===== src/rtl/tdp_ram_pkg.sv =====
// Shared constants for the true dual-port RAM: read-during-write modes
// and the init FSM state encoding.
package tdp_ram_pkg;

    localparam int RD_FIRST = 0;
    localparam int WR_FIRST = 1;

    localparam int STATE_W = 1;
    localparam logic [STATE_W-1:0] IDLE = 1'b0;
    localparam logic [STATE_W-1:0] INIT = 1'b1;

endpackage


===== src/rtl/tdp_ram_init_ctrl.sv =====
// Init FSM: after reset, sweeps a write address across every word once,
// holding busy high for exactly DEPTH cycles.
module tdp_ram_init_ctrl
    import tdp_ram_pkg::*;
#(
    parameter int ADDR_W      = 3,
    parameter int INIT_ON_RST = 1
) (
    input  logic              clk,
    input  logic              rst,
    output logic              busy,
    output logic              init_we,
    output logic [ADDR_W-1:0] init_addr
);

    logic [STATE_W-1:0] state_reg, state_next;
    logic [ADDR_W-1:0]  cnt_reg, cnt_next;

    always_comb begin
        state_next = state_reg;
        cnt_next   = cnt_reg;
        if (state_reg == INIT) begin
            cnt_next = cnt_reg + 1'b1;
            // Last word written on this edge; busy drops together with it.
            if (cnt_reg == {ADDR_W{1'b1}}) begin
                state_next = IDLE;
            end
        end
    end

    always_ff @(posedge clk) begin
        if (rst) begin
            state_reg <= (INIT_ON_RST != 0) ? INIT : IDLE;
            cnt_reg   <= '0;
        end else begin
            state_reg <= state_next;
            cnt_reg   <= cnt_next;
        end
    end

    assign busy      = (state_reg == INIT);
    assign init_we   = busy;
    assign init_addr = cnt_reg;

endmodule


===== src/rtl/param_tdp_ram.sv =====
// Single-clock true dual-port RAM with selectable same-port read-during-write
// behaviour, port-A-wins write arbitration and an optional reset-time clear.
module param_tdp_ram
    import tdp_ram_pkg::*;
#(
    parameter int                DATA_W      = 8,
    parameter int                ADDR_W      = 3,
    parameter int                WRITE_MODE  = 0,
    parameter int                INIT_ON_RST = 1,
    parameter logic [DATA_W-1:0] INIT_VAL    = '0
) (
    input  logic              clk,
    input  logic              rst,
    output logic              busy,
    input  logic              a_en,
    input  logic              a_we,
    input  logic [ADDR_W-1:0] a_addr,
    input  logic [DATA_W-1:0] a_din,
    output logic [DATA_W-1:0] a_dout,
    output logic              a_valid,
    input  logic              b_en,
    input  logic              b_we,
    input  logic [ADDR_W-1:0] b_addr,
    input  logic [DATA_W-1:0] b_din,
    output logic [DATA_W-1:0] b_dout,
    output logic              b_valid,
    output logic              collision
);

    localparam int DEPTH = 2 ** ADDR_W;

    logic [DATA_W-1:0] mem [DEPTH];

    logic              init_we;
    logic [ADDR_W-1:0] init_addr;

    logic [1:0]        port_en;
    logic [1:0]        port_we;
    logic [1:0]        port_req;
    logic [ADDR_W-1:0] port_addr [2];
    logic [DATA_W-1:0] port_din  [2];

    logic              wr_a_en;
    logic [ADDR_W-1:0] wr_a_addr;
    logic [DATA_W-1:0] wr_a_data;
    logic              wr_b_en;
    logic              collision_reg;

    tdp_ram_init_ctrl #(
        .ADDR_W      (ADDR_W),
        .INIT_ON_RST (INIT_ON_RST)
    ) u_init_ctrl (
        .clk       (clk),
        .rst       (rst),
        .busy      (busy),
        .init_we   (init_we),
        .init_addr (init_addr)
    );

    assign port_en      = {b_en, a_en};
    assign port_we      = {b_we, a_we};
    assign port_addr[0] = a_addr;
    assign port_addr[1] = b_addr;
    assign port_din[0]  = a_din;
    assign port_din[1]  = b_din;
    assign port_req     = port_en & {2{~busy}};

    // The init sweep borrows port A's write path while busy.
    assign wr_a_en   = busy ? init_we   : (port_req[0] & port_we[0]);
    assign wr_a_addr = busy ? init_addr : port_addr[0];
    assign wr_a_data = busy ? INIT_VAL  : port_din[0];
    assign wr_b_en   = port_req[1] & port_we[1];

    // Port A is written last so it wins a same-address write/write.
    always_ff @(posedge clk) begin
        if (!rst) begin
            if (wr_b_en) begin
                mem[port_addr[1]] <= port_din[1];
            end
            if (wr_a_en) begin
                mem[wr_a_addr] <= wr_a_data;
            end
        end
    end

    for (genvar gi = 0; gi < 2; gi++) begin : g_port
        logic [DATA_W-1:0] dout_reg;
        logic              valid_reg;

        always_ff @(posedge clk) begin
            if (rst) begin
                dout_reg  <= '0;
                valid_reg <= 1'b0;
            end else begin
                valid_reg <= port_req[gi];
                if (port_req[gi]) begin
                    if (port_we[gi] && (WRITE_MODE == WR_FIRST)) begin
                        dout_reg <= port_din[gi];
                    end else begin
                        dout_reg <= mem[port_addr[gi]];
                    end
                end
            end
        end
    end

    always_ff @(posedge clk) begin
        if (rst) begin
            collision_reg <= 1'b0;
        end else begin
            collision_reg <= port_req[0] & port_req[1] & port_we[0] & port_we[1]
                             & (port_addr[0] == port_addr[1]);
        end
    end

    assign a_dout    = g_port[0].dout_reg;
    assign a_valid   = g_port[0].valid_reg;
    assign b_dout    = g_port[1].dout_reg;
    assign b_valid   = g_port[1].valid_reg;
    assign collision = collision_reg;

endmodule


===== config.mk =====
export PLATFORM = sky130hd
export DESIGN_NAME = param_tdp_ram
export DESIGN_NICKNAME = d
export VERILOG_FILES = /design/src/rtl/tdp_ram_pkg.sv /design/src/rtl/tdp_ram_init_ctrl.sv /design/src/rtl/param_tdp_ram.sv
export SDC_FILE = /design/constraint.sdc
export NUM_CORES = 1
export LEC_CHECK = 0
export CORE_MARGIN = 4
export CORE_UTILIZATION = 55
export DETAILED_ROUTE_END_ITERATION = 16
export PLACE_DENSITY = 0.77
export SLEW_MARGIN = 15
export SYNTH_ARGS = -nofsm -noshare
export SYNTH_HDL_FRONTEND = slang
export SYNTH_HIERARCHICAL = 1
export SYNTH_SLANG_ARGS = --single-unit
export TNS_END_PERCENT = 5

===== constraint.sdc =====
create_clock -name clk -period 2.8 [get_ports clk]
set_input_delay 0.42 -clock clk [delete_from_list [all_inputs] [get_ports clk]]
set_output_delay 0.42 -clock clk [all_outputs]
set_load 0.01 [all_outputs]

==> impl_results.md, run 1 <==
- Vias in the first global route: 3580
- Gate Count Post-Synth: 398
- Clock slew at reported path FFs: 90 ps
- RR Endpoint: mem[4][7]$_DFFE_PP_
- # hold bufs at CTS: 0
- # setup viols final: 0
- EDFF count, synth: 64
- Top-count cell post-synth: mux2i_1
- Antenna violations before repair: 0
- DRT Pass-1 Iters: 5
- Fillers: 702
- CTS buffer count: 9
- Largest register FFs: 64
- Post-synthesis sequential area ratio: 48.0%
- Routed WL per cell: 23.2 um
- Outcome: complete, no violations
- Fin crit period: 2470 ps
- Die width: 103 um
- Via count: 3651
- WL final: 13.2 mm
- Min-Delay Path Class: reg -> reg
- CTS sink cnt: 87
- Core region area: 0.00876 mm^2
- Post-synth cell types: 42
- Ant diodes: 0
- Synth area leaders: edfxtp_1 (39%), mux2i_1 (14%), mux2_2 (10%)
- F_max: 0.405 GHz
- Clock tree buffer depth: 2
- WP data required: 2870 ps
- Most flops, register: mem
- Ys async rst share: 0%
- Dpl hpwl: 9.49 mm
- Unrepaired setup endpoints after global routing: false
- Pwr dens: 483 mW/mm^2
- Iter 0 DRT Violations: 364
- Largest net degree at the start of global routing: 34
- Antenna Nets Post-Route: 0
- Worst rel slew slack: 42.5%
- Setup crit start: u_init_ctrl/busy$_SDFF_PP1_
- Cell leakage power: 2.17 nW
- Layout net count: 484
- Max cap viols: 0
- Startpoint types: flip-flop
- Starting Density: 56.7%
- Worst-path maximum fanout: 17
- TritonCTS clock tree: built
- Flops & latches, synth: 87
- Hold path depth: 2
- Final slew viol count: 0
- Finished Cell Area: 0.00579 mm^2
- Crit Reg-Reg Startpoint: u_init_ctrl/busy$_SDFF_PP1_
- Syn-to-layout area delta: 16.7%
- Final TNS setup: 0 ps
- Worst setup endpoint: mem[4][7]$_DFFE_PP_
- Io pins: 48
- R2R depth: 5
- Die area: 0.0106 mm^2
- Mapped Area: 0.00496 mm^2
- Gr ovfl total: 0
- Die Span Y: 103 um
- Synth Flop Type: edfxtp_1
- CTS HTree Levels: 3
- Post-synth net total: 428
- CP peak stage delay: 710 ps
- Final hold violation count: 0
- Slew at the pin closest to its max-slew limit: 862 ps
- CP endpoint kind: flip-flop
- Synthesis warning total: 6
- Mapped Avg Cell Area: 12.5 um^2
- Tot GR Track Use: 25.9%
- Commonest cells post-synth: mux2i_1 (67), edfxtp_1 (64), mux2_2 (46), a22oi_1 (32)
- Vias/cell: 6.44
- Share of cells above drive strength 1: 25.5%
- Clk_lat worst skew: 360 ps
- Worst Path Arrival: 2540 ps
- Post-CTS Setup Inserts: 0
- Port bufs: 47
- Peak supply drop: 0.000260 V
- Rows: 34
- Fin crit share: 88.1%
- First-pass GRT wire length: 20.1 mm
- Crit path kind: reg -> reg
- DRC: 0
- FF-to-FF setup slack: 330 ps
- GP Congestion: 0.970
- Root Buffer Master: clkbuf_8
- Cell Area, Placed: 0.00558 mm^2
- Layout Skew: 13.3 ps
- Slowest CP cell: dfxtp_1
- Yosys top cell area share: 38.7%
- Cell accounting for the most synthesized area: edfxtp_1
- CTS resizes: 0
- Worst-path cell chain: mux2i_1 > a21boi_2 > and2_1 > o21bai_1 > buf_4
worst max-delay path, delay by kind of cell, from the launching register on:
kind	cells	cell delay (ps)
AO/OA/AOI/OAI	2	470
buffers and inverters	1	190
flip-flops	1	710
multiplexers	1	350
AND/OR/NAND/NOR	1	450
layout make-up:
class	count	area (um^2)	share of cell area (%)
Inverter	3	11.3	0.194
Clock buffer	12	165	2.85
Timing Repair Buffer	75	671	11.6
Tap cell	108	135	2.33
Multi-Input combinational cell	278	2380	41.0
Sequential cell	87	2380	41.1
Clock inverter	4	51.3	0.886
worst min-delay path by stage:
| stage | endpoint | start | slack (ps) |
|---|---|---|---|
| after detailed placement | a_dout[4]$_SDFFE_PP0N_ | a_dout[4]$_SDFFE_PP0N_ | 490 |
| after floorplan | u_init_ctrl/init_addr[0]$_SDFFE_PP0P_ | rst | 490 |
| final | a_dout[4]$_SDFFE_PP0N_ | a_dout[4]$_SDFFE_PP0N_ | 500 |
| after global routing | a_dout[2]$_SDFFE_PP0N_ | a_dout[2]$_SDFFE_PP0N_ | 520 |
| after global placement | a_dout[0]$_SDFFE_PP0N_ | a_dout[0]$_SDFFE_PP0N_ | 480 |
| after CTS | a_dout[4]$_SDFFE_PP0N_ | a_dout[4]$_SDFFE_PP0N_ | 500 |
placed cells by master, fill, tap and decap left out, types with 5 or more instances in the layout:
cell type and instances:
a21oi_1 16, a22oi_1 32, and2_1 7, buf_4 28, clkbuf_8 12, clkdlybuf4s50_1 45, dfxtp_1 23, edfxtp_1 64
mux2_2 46, mux2_4 16, mux2i_1 67, nor2_1 23, nor2b_1 15, nor3_1 16, o21bai_1 5
logic make-up (layout without fill, tap and decap cells):
group | Yosys count | in the layout | share of synthesized area (%)
AO/OA/AOI/OAI | 62 | 62 | 8.72
multiplexers | 131 | 131 | 29.2
buffers and inverters | 33 | 94 | 4.13
XOR/XNOR | 4 | 4 | 0.706
adder cells (fa/ha/maj) | 2 | 2 | 0.504
flip-flops | 87 | 87 | 48.0
AND/OR/NAND/NOR | 79 | 79 | 8.72
power by group:
part / switching [mW] / internal [mW] / total (mW)
Clock: 0.472 / 0.488 / 0.960
Sequential: 0.0264 / 1.43 / 1.46
Combinational: 0.190 / 0.193 / 0.383
Total: 0.688 / 2.11 / 2.80
layer usage:
layer | GRT usage, % | routed length [um] | vias up
met5 | 0 | 0 | -
met4 | 11.2 | 503 | 0
met3 | 6.22 | 1150 | 41
met2 | 39.9 | 5920 | 213
met1 | 35.0 | 5600 | 1777
li1 | - | - | 1620
through the flow:
step                hold slack, ps  total power, mW  setup WS [ps]  utilization [%]  std cells
global placement               485             1.85            246             63.6        551
CTS                            503             2.79            337             66.1        567
global route                   521             2.88            148             66.1        567
finish                         496             2.80            333             66.1        567
detailed placement             491             1.86            181             63.6        551
floorplan                      492             1.73            408                -        398
Power figures use the tool's default switching activity.
==> run 2, diff against run 1 <==
- CORE_MARGIN: 4 -> 2
- TNS_END_PERCENT: 5 -> 100
==> impl_results.md, run 2 (same netlist as run 1, synthesis figures left out) <==
- Most flops, register: mem
- Port bufs: 47
- DRT Pass-1 Iters: 5
- Final TNS setup: 0 ps
- Final slew viol count: 0
- RR Endpoint: mem[0][6]$_DFFE_PP_
- Layout net count: 482
- FF-to-FF setup slack: 450 ps
- Antenna Nets Post-Route: 0
- Clock slew at reported path FFs: 90 ps
- Worst rel slew slack: 39.0%
- Die Span Y: 99.0 um
- Dpl ws: 124 ps
- Register area: 0.00238 mm^2
- Worst path depth: 5
- Startpoint types: flip-flop
- Final hold violation count: 0
- WL final: 12.6 mm
- Final WS setup: 447 ps
- Syn-to-layout area delta: 16.3%
- CTS sink cnt: 87
- Fin crit share: 84.0%
- Non-filler cells, final: 565
- Outcome: complete, no violations
- Setup crit start: u_init_ctrl/busy$_SDFF_PP1_
- Die area: 0.00980 mm^2
- Worst setup endpoint: mem[0][6]$_DFFE_PP_
- Clock tree buffer depth: 2
- Max cap viols: 0
- Inst Count DP: 549
- Clk_lat worst skew: 360 ps
- Io pins: 48
- GP Congestion: 0.876
- WP buf/inv: 1
- Share of cells above drive strength 1: 24.7%
- # setup viols final: 0
- Worst Path Arrival: 2400 ps
- Crit path kind: reg -> reg
- Cell family with most CP delay: simple AND/OR/NAND/NOR gates
- Cell leakage power: 2.16 nW
- First-pass GRT wire length: 19.5 mm
- CP endpoint kind: flip-flop
- Core region area: 0.00872 mm^2
- Ant diodes: 0
- Commonest cells after routing, fill and taps aside: mux2i_1 (67), edfxtp_1 (64), mux2_2 (46)
- CTS buffer count: 9
- Largest net degree at the start of global routing: 34
- Iter 0 DRT Violations: 292
- Dpl hpwl: 8.93 mm
- R2R depth: 5
- Gr ovfl total: 0
- Largest register FFs: 64
- Tot GR Track Use: 26.1%
- Crit Reg-Reg Startpoint: u_init_ctrl/busy$_SDFF_PP1_
- Unrepaired setup endpoints after global routing: false
- F_max: 0.425 GHz
- Post-CTS Setup Inserts: 0
- Root Buffer Master: clkbuf_8
- TritonCTS clock tree: built
- DRC: 0
- Routed WL per cell: 22.3 um
- Peak supply drop: 0.000297 V
- Rows: 34
- Antenna violations before repair: 0
- CTS HTree Levels: 3
- Worst-path cell chain: buf_4 > or3_1 > o31ai_1 > and2_1 > or2_2
- Pwr dens: 485 mW/mm^2
- Fillers: 650
- Min-Delay Path Class: reg -> reg
- Slowest CP cell: and2_1
- Via count: 3509
- Vias/cell: 6.21
- Vias in the first global route: 3474
- Slew at the pin closest to its max-slew limit: 913 ps
- WP data required: 2850 ps
- # hold bufs at CTS: 0
- Layout Skew: 13.7 ps
- CTS resizes: 0
- Commonest non-fill, non-tap cell in the layout: mux2i_1
- Worst-path maximum fanout: 15
- Die width: 99.0 um
- Fin crit period: 2350 ps
- Starting Density: 56.9%
- CP peak stage delay: 480 ps
- Multi-input logic area: 0.00238 mm^2
## run 2: cell types whose count changed in the layout (fill, tap and decap cells not counted)
cell | previous run | this run
clkbuf_8 | 12 | 9
clkinv_1 | 0 | 1
clkinv_4 | 0 | 1
buf_4 | 28 | 26
bufinv_16 | 1 | 2
clkbuf_1 | 0 | 1
inv_6 | 1 | 0
## run 2: per-stage QoR
stage	util, %	area [um^2]	power (mW)	hold WS (ps)
after floorplan	-	4960	1.73	492
after global placement	63.8	5560	1.84	487
after detailed placement	63.8	5560	1.85	488
after CTS	66.2	5770	2.79	499
after global routing	66.2	5770	2.87	513
final	66.2	5770	2.80	498
## run 2: power breakdown
group	switching, mW	leakage, nW	total [mW]	internal [mW]
Combinational	0.194	1.28	0.385	0.190
Clock	0.463	0.104	0.964	0.501
Sequential	0.0222	0.769	1.45	1.43
Total	0.680	2.16	2.80	2.12
## run 2: worst min path at each step
stage | startpoint | endpoint | cells after the start
after global placement | b_dout[4]$_SDFFE_PP0N_ | b_dout[4]$_SDFFE_PP0N_ | 2
after detailed placement | a_dout[0]$_SDFFE_PP0N_ | a_dout[0]$_SDFFE_PP0N_ | 2
after global routing | a_dout[0]$_SDFFE_PP0N_ | a_dout[0]$_SDFFE_PP0N_ | 2
after floorplan | rst | u_init_ctrl/init_addr[0]$_SDFFE_PP0P_ | 1
final | a_dout[1]$_SDFFE_PP0N_ | a_dout[1]$_SDFFE_PP0N_ | 2
after CTS | a_dout[0]$_SDFFE_PP0N_ | a_dout[0]$_SDFFE_PP0N_ | 2
## run 2: area by class of cell
type	instances	area share [%]
clock inverters	6	1.47
inverters	3	0.195
repair buffers	73	11.4
flip-flops and latches	87	41.3
clock buffers	10	2.21
multi-input cells	278	41.2
well taps	108	2.34
## run 2: worst min-delay path, cell delays in order, from the launching register on
cell	delay, ps
dfxtp_1	320
nor2_1	90
nor3_1	50
## run 2: per-layer routing
metal	vias to the layer above	wire, um	track usage [%]
met5	-	0	0
met3	30	1060	6.03
met4	0	287	8.11
met1	1695	5340	35.1
met2	166	5890	42.2
li1	1618	-	-
==> run 3, diff against run 2 <==
- clock period: 2.8 -> 2.4 ns (I/O delays scaled with it)
==> impl_results.md, run 3 (same netlist as run 1, synthesis figures left out) <==
- Outcome: complete, no violations
- Startpoint types: flip-flop
- Setup crit start: u_init_ctrl/busy$_SDFF_PP1_
- Via count: 3553
- Iter 0 DRT Violations: 258
- Starting Density: 56.9%
- Total power draw: 3.34 mW
- Met3 WL: 726 um
- Final hold violation count: 0
- Antenna violations before repair: 0
- Final slew viol count: 0
- Crit path kind: reg -> reg
- CP endpoint kind: flip-flop
- Multi-input logic area: 0.00238 mm^2
- CTS sink cnt: 87
- Largest net degree at the start of global routing: 34
- Slowest CP cell: dfxtp_1
- Vias/cell: 6.14
- Ant diodes: 0
- FF-to-FF setup slack: 290 ps
- Layout Skew: 9.31 ps
- Final core occ: 68.5%
- Fin crit period: 2110 ps
- Commonest non-fill, non-tap cell in the layout: mux2i_1
- Die area: 0.00980 mm^2
- Metal2 WL: 5.93 mm
- Cell leakage power: 2.25 nW
- WP data required: 2490 ps
- Gr ovfl total: 0
- Post-CTS Setup Inserts: 0
- Peak supply drop: 0.000310 V
- WP buf/inv: 3
- First-pass GRT wire length: 19.7 mm
- DRT Pass-1 Iters: 5
- TritonCTS clock tree: built
- CTS buffer count: 9
- Dpl hpwl: 9.36 mm
- Most flops, register: mem
- RR Endpoint: mem[4][6]$_DFFE_PP_
- WL final: 12.5 mm
- Fillers: 663
- Max cap viols: 0
- Io pins: 48
- Worst-path maximum fanout: 10
- Unrepaired setup endpoints after global routing: false
- GP Congestion: 0.924
- Syn-to-layout area delta: 20.2%
- Worst Path Arrival: 2200 ps
- Crit Reg-Reg Startpoint: u_init_ctrl/busy$_SDFF_PP1_
- Clk_lat worst skew: 370 ps
- Worst setup endpoint: mem[4][6]$_DFFE_PP_
- Antenna Nets Post-Route: 0
- Root Buffer Master: clkbuf_8
- Layout net count: 496
- Vias in the first global route: 3588
- Commonest cells after routing, fill and taps aside: mux2i_1 (67), edfxtp_1 (64), mux2_2 (46)
- R2R depth: 7
- Routed WL per cell: 21.7 um
- CTS resizes: 0
- CTS HTree Levels: 3
- Final TNS setup: 0 ps
- Cell family with most CP delay: buffers and inverters
- Fin crit share: 87.8%
- F_max: 0.475 GHz
- Pwr dens: 559 mW/mm^2
- # hold bufs at CTS: 0
- Rows: 34
- DRC: 0
- Largest register FFs: 64
- Slew at the pin closest to its max-slew limit: 649 ps
- Worst rel slew slack: 56.6%
- Die Span Y: 99.0 um
- Port bufs: 47
- CP peak stage delay: 380 ps
- Core region area: 0.00872 mm^2
- Max Used Layer: met4
- # setup viols final: 0
- Clock tree buffer depth: 2
- Die width: 99.0 um
- Register area: 0.00238 mm^2
- Clock slew at reported path FFs: 90 ps
- Share of cells above drive strength 1: 27.0%
- Worst path depth: 7
- Tot GR Track Use: 26.4%
- Min-Delay Path Class: reg -> reg
- Met1 Wirelength: 5.62 mm
- Worst-path cell chain: buf_4 > nand4bb_1 > a21boi_2 > and2_1 > buf_12 > o21bai_1 > buf_4
- Most used cell, CP: buf_4
-- run 3: cell types whose count changed in the layout (fill, tap and decap cells not counted) --
cell,before,now
clkbuf_1,1,2
bufinv_16,2,1
clkinv_2,1,0
clkinv_1,1,0
clkinv_4,1,0
buf_4,26,34
clkbuf_16,0,2
buf_12,0,6
inv_6,0,1
-- run 3: layout make-up --
type                    instances  area share (%)
clock buffers                  13            3.04
flip-flops and latches         87            39.9
repair buffers                 87            14.0
clock inverters                 3           0.776
well taps                     108            2.26
inverters                       3           0.189
multi-input cells             278            39.8
-- run 3: how the worst min path moves through the flow --
stage / end / slack [ps] / from / depth (start not counted)
after floorplan: u_init_ctrl/init_addr[0]$_SDFFE_PP0P_ / 430 / rst / 1
after global placement: b_dout[4]$_SDFFE_PP0N_ / 490 / b_dout[4]$_SDFFE_PP0N_ / 2
after detailed placement: a_dout[7]$_SDFFE_PP0N_ / 490 / a_dout[7]$_SDFFE_PP0N_ / 2
after CTS: a_dout[7]$_SDFFE_PP0N_ / 500 / a_dout[7]$_SDFFE_PP0N_ / 2
after global routing: a_dout[4]$_SDFFE_PP0N_ / 520 / a_dout[4]$_SDFFE_PP0N_ / 2
final: a_dout[7]$_SDFFE_PP0N_ / 500 / a_dout[7]$_SDFFE_PP0N_ / 2
-- run 3: per-stage QoR --
| step | cell area [um^2] | cells | setup slack [ps] | hold WS, ps |
|---|---|---|---|---|
| 6_report | 5970 | 579 | 293 | 500 |
| 5_1_grt | 5970 | 579 | 176 | 522 |
| 4_1_cts | 5970 | 579 | 309 | 502 |
| 3_5_place_dp | 5740 | 563 | 18.9 | 489 |
| 3_3_place_gp | 5740 | 563 | 53.3 | 486 |
| 2_1_floorplan | 4960 | 398 | 8.33 | 432 |
-- run 3: power breakdown --
| part | leakage [nW] | internal [mW] | total (mW) | switching (mW) |
|---|---|---|---|---|
| Combinational | 1.37 | 0.250 | 0.480 | 0.230 |
| Clock | 0.111 | 0.613 | 1.16 | 0.552 |
| Sequential | 0.769 | 1.67 | 1.69 | 0.0263 |
-- run 3: worst min-delay path: stages, from the launching register on --
cell and delay [ps]:
dfxtp_1 320, nor2_1 90, nor3_1 50
-- run 3: layer usage --
metal,track usage (%),up-vias
li1,-,1646
met1,36.0,1736
met2,43.3,145
met3,4.75,26
met4,8.11,0
met5,0,-
